==> src/rtl/if_fetch_unit.sv <==
// Instruction-fetch stage: drives the imem req/ack port from curPC, stalls the PC until its
// instruction is accepted, parks one instruction in a skid buffer under ID back-pressure.
module if_fetch_unit #(
  parameter int unsigned ADDR_W    = 32,
  parameter logic [31:0] NOP_INSTR = 32'h0000_0000
) (
  input  logic              CLK,
  input  logic              Reset,
  input  logic [31:0]       curPC,
  input  logic              id_stall,
  input  logic              flush,
  output logic              pc_stall,
  output logic [31:0]       pc_plus4,
  output logic              imem_req,
  output logic [ADDR_W-1:0] imem_addr,
  input  logic              imem_ack,
  input  logic [31:0]       imem_rdata,
  output logic [31:0]       if_id_pc,
  output logic [31:0]       if_id_instr,
  output logic              if_id_valid
);

  typedef enum logic [1:0] {StFetch, StWait, StHold, StDrain} state_e;

  state_e      state_q, state_d;
  logic [31:0] req_addr_q, req_addr_d;
  logic [31:0] buf_pc_q, buf_pc_d;
  logic [31:0] buf_instr_q, buf_instr_d;
  logic [31:0] if_id_pc_q, if_id_pc_d;
  logic [31:0] if_id_instr_q, if_id_instr_d;
  logic        if_id_valid_q, if_id_valid_d;

  logic        fetching;
  logic        accept;
  logic [31:0] fetch_pc;

  // Once a request is on the bus its address is latched so curPC may move (flush) underneath it.
  always_comb begin
    fetching = (state_q == StFetch) || (state_q == StWait);
    fetch_pc = (state_q == StFetch) ? curPC : req_addr_q;
    accept   = fetching && imem_ack && !flush;
  end

  assign pc_stall    = ~accept;
  assign pc_plus4    = curPC + 32'd4;
  assign imem_req    = (state_q != StHold);
  assign imem_addr   = fetch_pc[ADDR_W-1:0];
  assign if_id_pc    = if_id_pc_q;
  assign if_id_instr = if_id_instr_q;
  assign if_id_valid = if_id_valid_q;

  always_comb begin
    state_d     = state_q;
    req_addr_d  = req_addr_q;
    buf_pc_d    = buf_pc_q;
    buf_instr_d = buf_instr_q;

    unique case (state_q)
      StFetch, StWait: begin
        if (flush) begin
          if (imem_ack) begin
            state_d = StFetch;
          end else begin
            req_addr_d = fetch_pc;
            state_d    = StDrain;
          end
        end else if (imem_ack) begin
          if (id_stall) begin
            buf_pc_d    = fetch_pc;
            buf_instr_d = imem_rdata;
            state_d     = StHold;
          end else begin
            state_d = StFetch;
          end
        end else begin
          req_addr_d = fetch_pc;
          state_d    = StWait;
        end
      end
      StHold: begin
        if (flush || !id_stall) begin
          state_d = StFetch;
        end
      end
      StDrain: begin
        // The ack closes the killed transfer; a further flush just keeps us draining.
        if (imem_ack) begin
          state_d = StFetch;
        end
      end
      default: state_d = StFetch;
    endcase
  end

  always_comb begin
    if_id_pc_d    = if_id_pc_q;
    if_id_instr_d = if_id_instr_q;
    if_id_valid_d = if_id_valid_q;

    if (flush) begin
      if_id_instr_d = NOP_INSTR;
      if_id_valid_d = 1'b0;
    end else if (id_stall) begin
      if_id_pc_d    = if_id_pc_q;
    end else if (accept) begin
      if_id_pc_d    = fetch_pc;
      if_id_instr_d = imem_rdata;
      if_id_valid_d = 1'b1;
    end else if (state_q == StHold) begin
      if_id_pc_d    = buf_pc_q;
      if_id_instr_d = buf_instr_q;
      if_id_valid_d = 1'b1;
    end else begin
      if_id_instr_d = NOP_INSTR;
      if_id_valid_d = 1'b0;
    end
  end

  always_ff @(posedge CLK or negedge Reset) begin
    if (!Reset) begin
      state_q       <= StFetch;
      req_addr_q    <= 32'd0;
      buf_pc_q      <= 32'd0;
      buf_instr_q   <= NOP_INSTR;
      if_id_pc_q    <= 32'd0;
      if_id_instr_q <= NOP_INSTR;
      if_id_valid_q <= 1'b0;
    end else begin
      state_q       <= state_d;
      req_addr_q    <= req_addr_d;
      buf_pc_q      <= buf_pc_d;
      buf_instr_q   <= buf_instr_d;
      if_id_pc_q    <= if_id_pc_d;
      if_id_instr_q <= if_id_instr_d;
      if_id_valid_q <= if_id_valid_d;
    end
  end

endmodule

==> config.mk <==
export PLATFORM = sky130hd
export DESIGN_NAME = if_fetch_unit
export DESIGN_NICKNAME = d
export VERILOG_FILES = /design/src/rtl/if_fetch_unit.sv
export SDC_FILE = /design/constraint.sdc
export NUM_CORES = 1
export LEC_CHECK = 0
export CORE_ASPECT_RATIO = 0.5
export CORE_MARGIN = 2
export CORE_UTILIZATION = 45
export CTS_BUF_LIST = sky130_fd_sc_hd__clkbuf_2
export DETAILED_ROUTE_END_ITERATION = 6
export PLACE_DENSITY = 0.75
export REMOVE_ABC_BUFFERS = 1
export SETUP_SLACK_MARGIN = 0.5
export SYNTH_ARGS = -nofsm -noshare
export SYNTH_HDL_FRONTEND = slang
export SYNTH_SLANG_ARGS = --single-unit
==> constraint.sdc <==
create_clock -name CLK -period 5.2 [get_ports CLK]
set_clock_uncertainty 0.05 [all_clocks]
set_input_delay 0.78 -clock CLK [delete_from_list [all_inputs] [get_ports CLK]]
set_output_delay 0.78 -clock CLK [all_outputs]
set_load 0.005 [all_outputs]
==> results_dict.tcl, run 1 <==
set metrics [dict create \
    ff2ff_path_depth 6 \
    wl_per_cell_um 16.9 \
    placed_area_um2 9780 \
    boundaryPins 200 \
    synth_top_area_share_pct 52.9 \
    avgSynthCellArea_um2 10.4 \
    drive_gt1_share_pct 9.90 \
    antenna_cells 0 \
    yosysTopAreaCell "dfrtp_1" \
    hold_path.class "register to register" \
    worstReg2RegEnd "buf_pc_q[26]" \
    fin_tns_setup_ps 0 \
    rr_startpoint "state_q[1]" \
    place_congestion 0.812 \
    fin_ws_ps 1080 \
    drtIter0Drc 356 \
    mostFrequentLayoutCell "clkdlybuf4s50_1" \
    hold_viol_final 0 \
    finalPower_mw 4.70 \
    rsz0062_at_grt "false" \
    max_freq_ghz 0.243 \
    p_per_area_nw_per_um2 469 \
    route.met3.wl_um 866 \
    initial_core_util_pct 46.5 \
    synth-seq-area-share_pct 52.9 \
    numCtsBuffers 17 \
    dieArea_um2 18300 \
    die_x_um 189 \
    synth_cell_type_count 32 \
    hp-start "req_addr_q[9]" \
    cts_resized 0 \
    grt_pass1_wl_um 31300 \
    antenna_left 0 \
    top_layer "met4" \
    whs_endpoint "req_addr_q[9]" \
    layout_common_cells "197 x clkdlybuf4s50_1, 163 x dfrtp_1, 77 x nand2_1, 65 x mux2i_1, 64 x o21ai_0" \
    first_global_vias 6136 \
    setup_violations 0 \
    clkLatencyLatePin_ps 690 \
    yosys_warnings 0 \
    viasPerCell 5.17 \
    grt_util_all_layers_pct 21.9 \
    remaining_drc_errors 0 \
    cts-root-buf "clkbuf_2" \
    die_h_um 96.5 \
    dp_hpwl_um 13300 \
    critPathRequiredTime_ps 4370 \
    end_kind "output port" \
    worst_pin_slew_ps 1010 \
    cts.sinks 163 \
    finalCritPeriodShare_pct 79.3 \
    grt_start_max_net_pins 72 \
    port_buffers 199 \
    synth_edf_count 0 \
    final_cells 1156 \
    synth_seq_cells 163 \
    wl_met2_um 9930 \
    drv_cap 0 \
    cts_max_level 4 \
    drt_pre_antenna_iters 4 \
    postCtsSetupBuffers 0 \
    finalCoreUtilization_pct 60.5 \
    pre_cts_slack_ps 1110 \
    p_leak_nw 4.33 \
    maxSlewHeadroom_pct 32.3 \
    grt_antenna_before_repair 0 \
    hold_depth 2 \
    synthCells 740 \
    fin_nets 986 \
    max-vdd-ir-drop_v 0.000211 \
    routed-via-count 5978 \
    grt-ovfl-total 0 \
    drv_slew 0 \
    rrSetupSlack_ps 2540 \
    worst-setup-path-type "primary input to output port" \
    std_cell_rows 33 \
    ctsHoldBuffers 1 \
    dp.cells 1123 \
    cp.arrival_ps 3290 \
    crit_path_max_fanout 7 \
    whs_ps 461 \
    async_flop_share_pct 100 \
    clk_path_buf_depth 2 \
    finalCriticalPeriod_ps 4120 \
    final_cell_area_um2 10000 \
    synth_top_cells_by_area "dfrtp_1 53%, mux2i_1 8.4%, mux2_2 4.7%" \
    status "finished, final reports clean" \
    area_delta_synth_final_pct 30.0 \
    synth_area_um2 7710 \
    clk_pin_slew_worst_paths_ps 200 \
    synth_ff_type "dfrtp_1" \
    wl_um 19600 \
    critPathLaunchType "primary input" \
    cts_tree "done" \
    core-area_um2 16600 \
    wirelength_met1_um 8500 \
]
-- synth_stat cells, drive strengths merged, types with 32 or more instances --
master,number
nand2,77
dfrtp,163
nor3,43
buf,37
nor2,42
inv,40
mux2,32
a21oi,33
nor2b,35
a221oi,32
o21ai,66
mux2i,65
-- worst max-delay path, cell delays in order --
cell	delay, ps
clkdlybuf4s50_1	610
and4_1	310
nand4_1	430
nor4_1	450
xor2_1	190
clkdlybuf4s50_1	520
-- where the power goes --
part / switching (mW) / total, mW / internal (mW) / leakage (nW)
combinational: 0.929 / 1.97 / 1.04 / 2.18
clock: 0.454 / 0.680 / 0.226 / 0.132
sequential: 0.282 / 2.05 / 1.77 / 2.02
total: 1.66 / 4.70 / 3.04 / 4.33
-- worst max path at each step --
stage,cells after the start,slack [ps],endpoint,startpoint
detailed placement,6,1110,pc_plus4[31],curPC[15]
floorplan,3,-220,buf_instr_q[0],flush
global placement,7,1150,pc_plus4[18],curPC[2]
global route,5,950,imem_addr[9],state_q[1]
CTS,6,1100,pc_plus4[31],curPC[15]
finish,6,1080,pc_plus4[31],curPC[15]
-- routing by layer --
layer	vias up	GRT usage, %
li1	2884	-
met1	2944	27.2
met3	22	4.84
met4	0	6.12
met2	128	39.4
met5	-	0
-- final cells by class --
type                            count  area, um2
Inverter                           40        150
Multi-Input combinational cell    483       3190
Sequential cell                   163       4080
Fill cell                        1423       6540
Timing Repair Buffer              211       2080
Clock buffer                       20        100
Tap cell                          227        284
Clock inverter                     12        133
-- cell families (layout without fill, tap and decap cells) --
family	after synthesis	count (layout)	synth area share (%)
and+or+nand+nor	226	226	14.1
DFF	163	163	52.9
AOI/OAI and AO/OA	131	131	10.5
muxes	97	97	13.1
buffers and inverters	94	283	6.02
xor gates and xnor gates	28	28	3.18
adders and majority gates	1	1	0.162
-- registers in the layout, summed over array words and instances (netlist names) --
signal       flops
buf_pc_q        32
if_id_instr     32
buf_instr_q     32
if_id_pc        32
if_id_valid      1
state_q          2
req_addr_q      32
Power figures use the tool's default switching activity.
==> run 2, diff against run 1 <==
--- a/config.mk
+++ b/config.mk
@@ -10,7 +10,7 @@
 export CORE_UTILIZATION = 45
 export CTS_BUF_LIST = sky130_fd_sc_hd__clkbuf_2
 export DETAILED_ROUTE_END_ITERATION = 6
-export PLACE_DENSITY = 0.75
+export PLACE_DENSITY = 0.78
 export REMOVE_ABC_BUFFERS = 1
 export SETUP_SLACK_MARGIN = 0.5
 export SYNTH_ARGS = -nofsm -noshare
==> constraint.sdc (replaced) <==
create_clock -name CLK -period 3.78 [get_ports CLK]
set_clock_uncertainty 0.05 [all_clocks]
set_input_delay 0.567 -clock CLK [delete_from_list [all_inputs] [get_ports CLK]]
set_output_delay 0.567 -clock CLK [all_outputs]
set_load 0.005 [all_outputs]
==> run 2 against run 1 <==
  * Die area is the same
  * Setup slack lost 560 ps
  * Via count grew 3.0%
  * Routed wire length grew 2.1%
  * Clock power grew 50%
  * Count of clock-buffer cells in the layout shrank 3
==> results_dict.tcl, run 2 (synthesis gave the netlist of run 1 again) <==
set metrics [dict create \
    fin_ws_ps 523 \
    status "finished, final reports clean" \
    max-vdd-ir-drop_v 0.000265 \
    p_leak_nw 4.58 \
    final_cell_area_um2 10500 \
    hold_depth 3 \
    clk_path_buf_depth 2 \
    critPathRequiredTime_ps 3160 \
    worst-setup-path-type "primary input to output port" \
    mostFrequentLayoutCell "clkdlybuf4s50_1" \
    drv_cap 0 \
    end_kind "output port" \
    register_area_um2 4080 \
    wl_met2_um 10000 \
    finalCoreUtilization_pct 63.6 \
    clk_pin_slew_worst_paths_ps 230 \
    whs_ps 299 \
    worst_pin_slew_ps 1120 \
    wl_um 20000 \
    viasPerCell 5.22 \
    critPathLaunchType "primary input" \
    cts-root-buf "clkbuf_2" \
    cts_tree "done" \
    antenna_left 0 \
    finalCritPeriodShare_pct 86.2 \
    boundaryPins 200 \
    grt-ovfl-total 0 \
    rsz0062_at_grt "true" \
    crit_path_max_fanout 4 \
    die_h_um 96.5 \
    multi_input_area_um2 3430 \
    fin_tns_setup_ps 0 \
    whs_endpoint "buf_pc_q[10]" \
    dp_hpwl_um 13500 \
    setup_violations 0 \
    grt_util_all_layers_pct 21.7 \
    grt_antenna_before_repair 1 \
    worstReg2RegEnd "buf_pc_q[4]" \
    clkLatencyLatePin_ps 720 \
    cp.arrival_ps 2640 \
    hp-start "curPC[10]" \
    maxSlewHeadroom_pct 25.2 \
    wl_per_cell_um 16.9 \
    std_cell_rows 33 \
    max_freq_ghz 0.307 \
    dieArea_um2 18300 \
    finalPower_mw 6.81 \
    die_x_um 189 \
    ff2ff_path_depth 6 \
    place_congestion 0.842 \
    routed-via-count 6158 \
    wirelength_met1_um 9050 \
    core-area_um2 16600 \
    n_fill_cell 1325 \
    fin_nets 1009 \
    grt_start_max_net_pins 115 \
    remaining_drc_errors 0 \
    rrSetupSlack_ps 1680 \
    initial_core_util_pct 46.5 \
    drv_slew 0 \
    hold_viol_final 0 \
    top_layer "met4" \
    pre_cts_slack_ps 253 \
    rr_startpoint "state_q[1]" \
    area_delta_synth_final_pct 36.7 \
    first_global_vias 5942 \
    route.met3.wl_um 704 \
    cts.sinks 163 \
    dp.cells 1132 \
    cts_max_level 4 \
    drt_pre_antenna_iters 5 \
    port_buffers 199 \
    p_per_area_nw_per_um2 647 \
    final_cells 1180 \
    hold_path.class "primary input to register" \
    placed_area_um2 9870 \
    drtIter0Drc 300 \
    finalCriticalPeriod_ps 3260 \
    numCtsBuffers 17 \
    drive_gt1_share_pct 16.3 \
    layout_common_cells "181 x clkdlybuf4s50_1, 161 x dfrtp_1, 76 x nand2_1, 64 x o21ai_0, 46 x mux2i_1" \
    grt_pass1_wl_um 31000 \
]
==> run 2: cell count changes in the layout (fill, tap and decap cells not counted), moves of 9 or more <==
cell / delta
mux2i_1: -19
dlygate4sd2_1: +9
buf_4: +17
clkdlybuf4s50_1: -16
mux2i_2: +12
==> run 2: power breakdown <==
part | internal, mW | total, mW | switching [mW]
registers | 2.43 | 2.83 | 0.403
logic | 1.63 | 2.96 | 1.33
clock network | 0.324 | 1.02 | 0.692
==> run 2: worst max-delay path by stage <==
stage	start	end	slack [ps]	cells past startpoint
5_1_grt	state_q[0]	imem_addr[8]	440	6
4_1_cts	curPC[4]	pc_plus4[21]	490	7
3_5_place_dp	curPC[2]	pc_plus4[20]	250	7
3_3_place_gp	curPC[2]	pc_plus4[20]	270	7
2_1_floorplan	flush	buf_instr_q[0]	-1430	3
6_report	curPC[26]	pc_plus4[31]	520	6
==> run 2: worst max-delay path: stages <==
cell and delay, ps:
clkdlybuf4s50_1 610, and4_4 290, nand3_1 150, nor4_4 320, xor2_1 180, clkdlybuf4s50_1 520
==> run 2: layer usage <==
metal | track usage (%) | vias up
met1 | 28.1 | 3076
met2 | 38.2 | 116
li1 | - | 2949
met5 | 0 | -
met3 | 4.30 | 17
met4 | 5.34 | 0
==> run 2: final cells by class <==
| cell class | instances | area share [%] |
|---|---|---|
| clock inverters | 15 | 1.59 |
| flip-flops and latches | 163 | 38.8 |
| repair buffers | 234 | 22.1 |
| inverters | 40 | 1.43 |
| clock buffers | 17 | 0.808 |
| multi-input cells | 483 | 32.6 |
| diodes | 1 | 0.0238 |
| well taps | 227 | 2.70 |
==> run 2: timing repair <==
action | in CTS | in global routing
hold endpoints to repair | 111 | 0
pin swaps | 7 | 3
gates resized for setup | 24 | 44
hold buffers | 1 | 0
cloned | 0 | 1
setup endpoints to repair | 47 | 45
setup buffers | 6 | 7
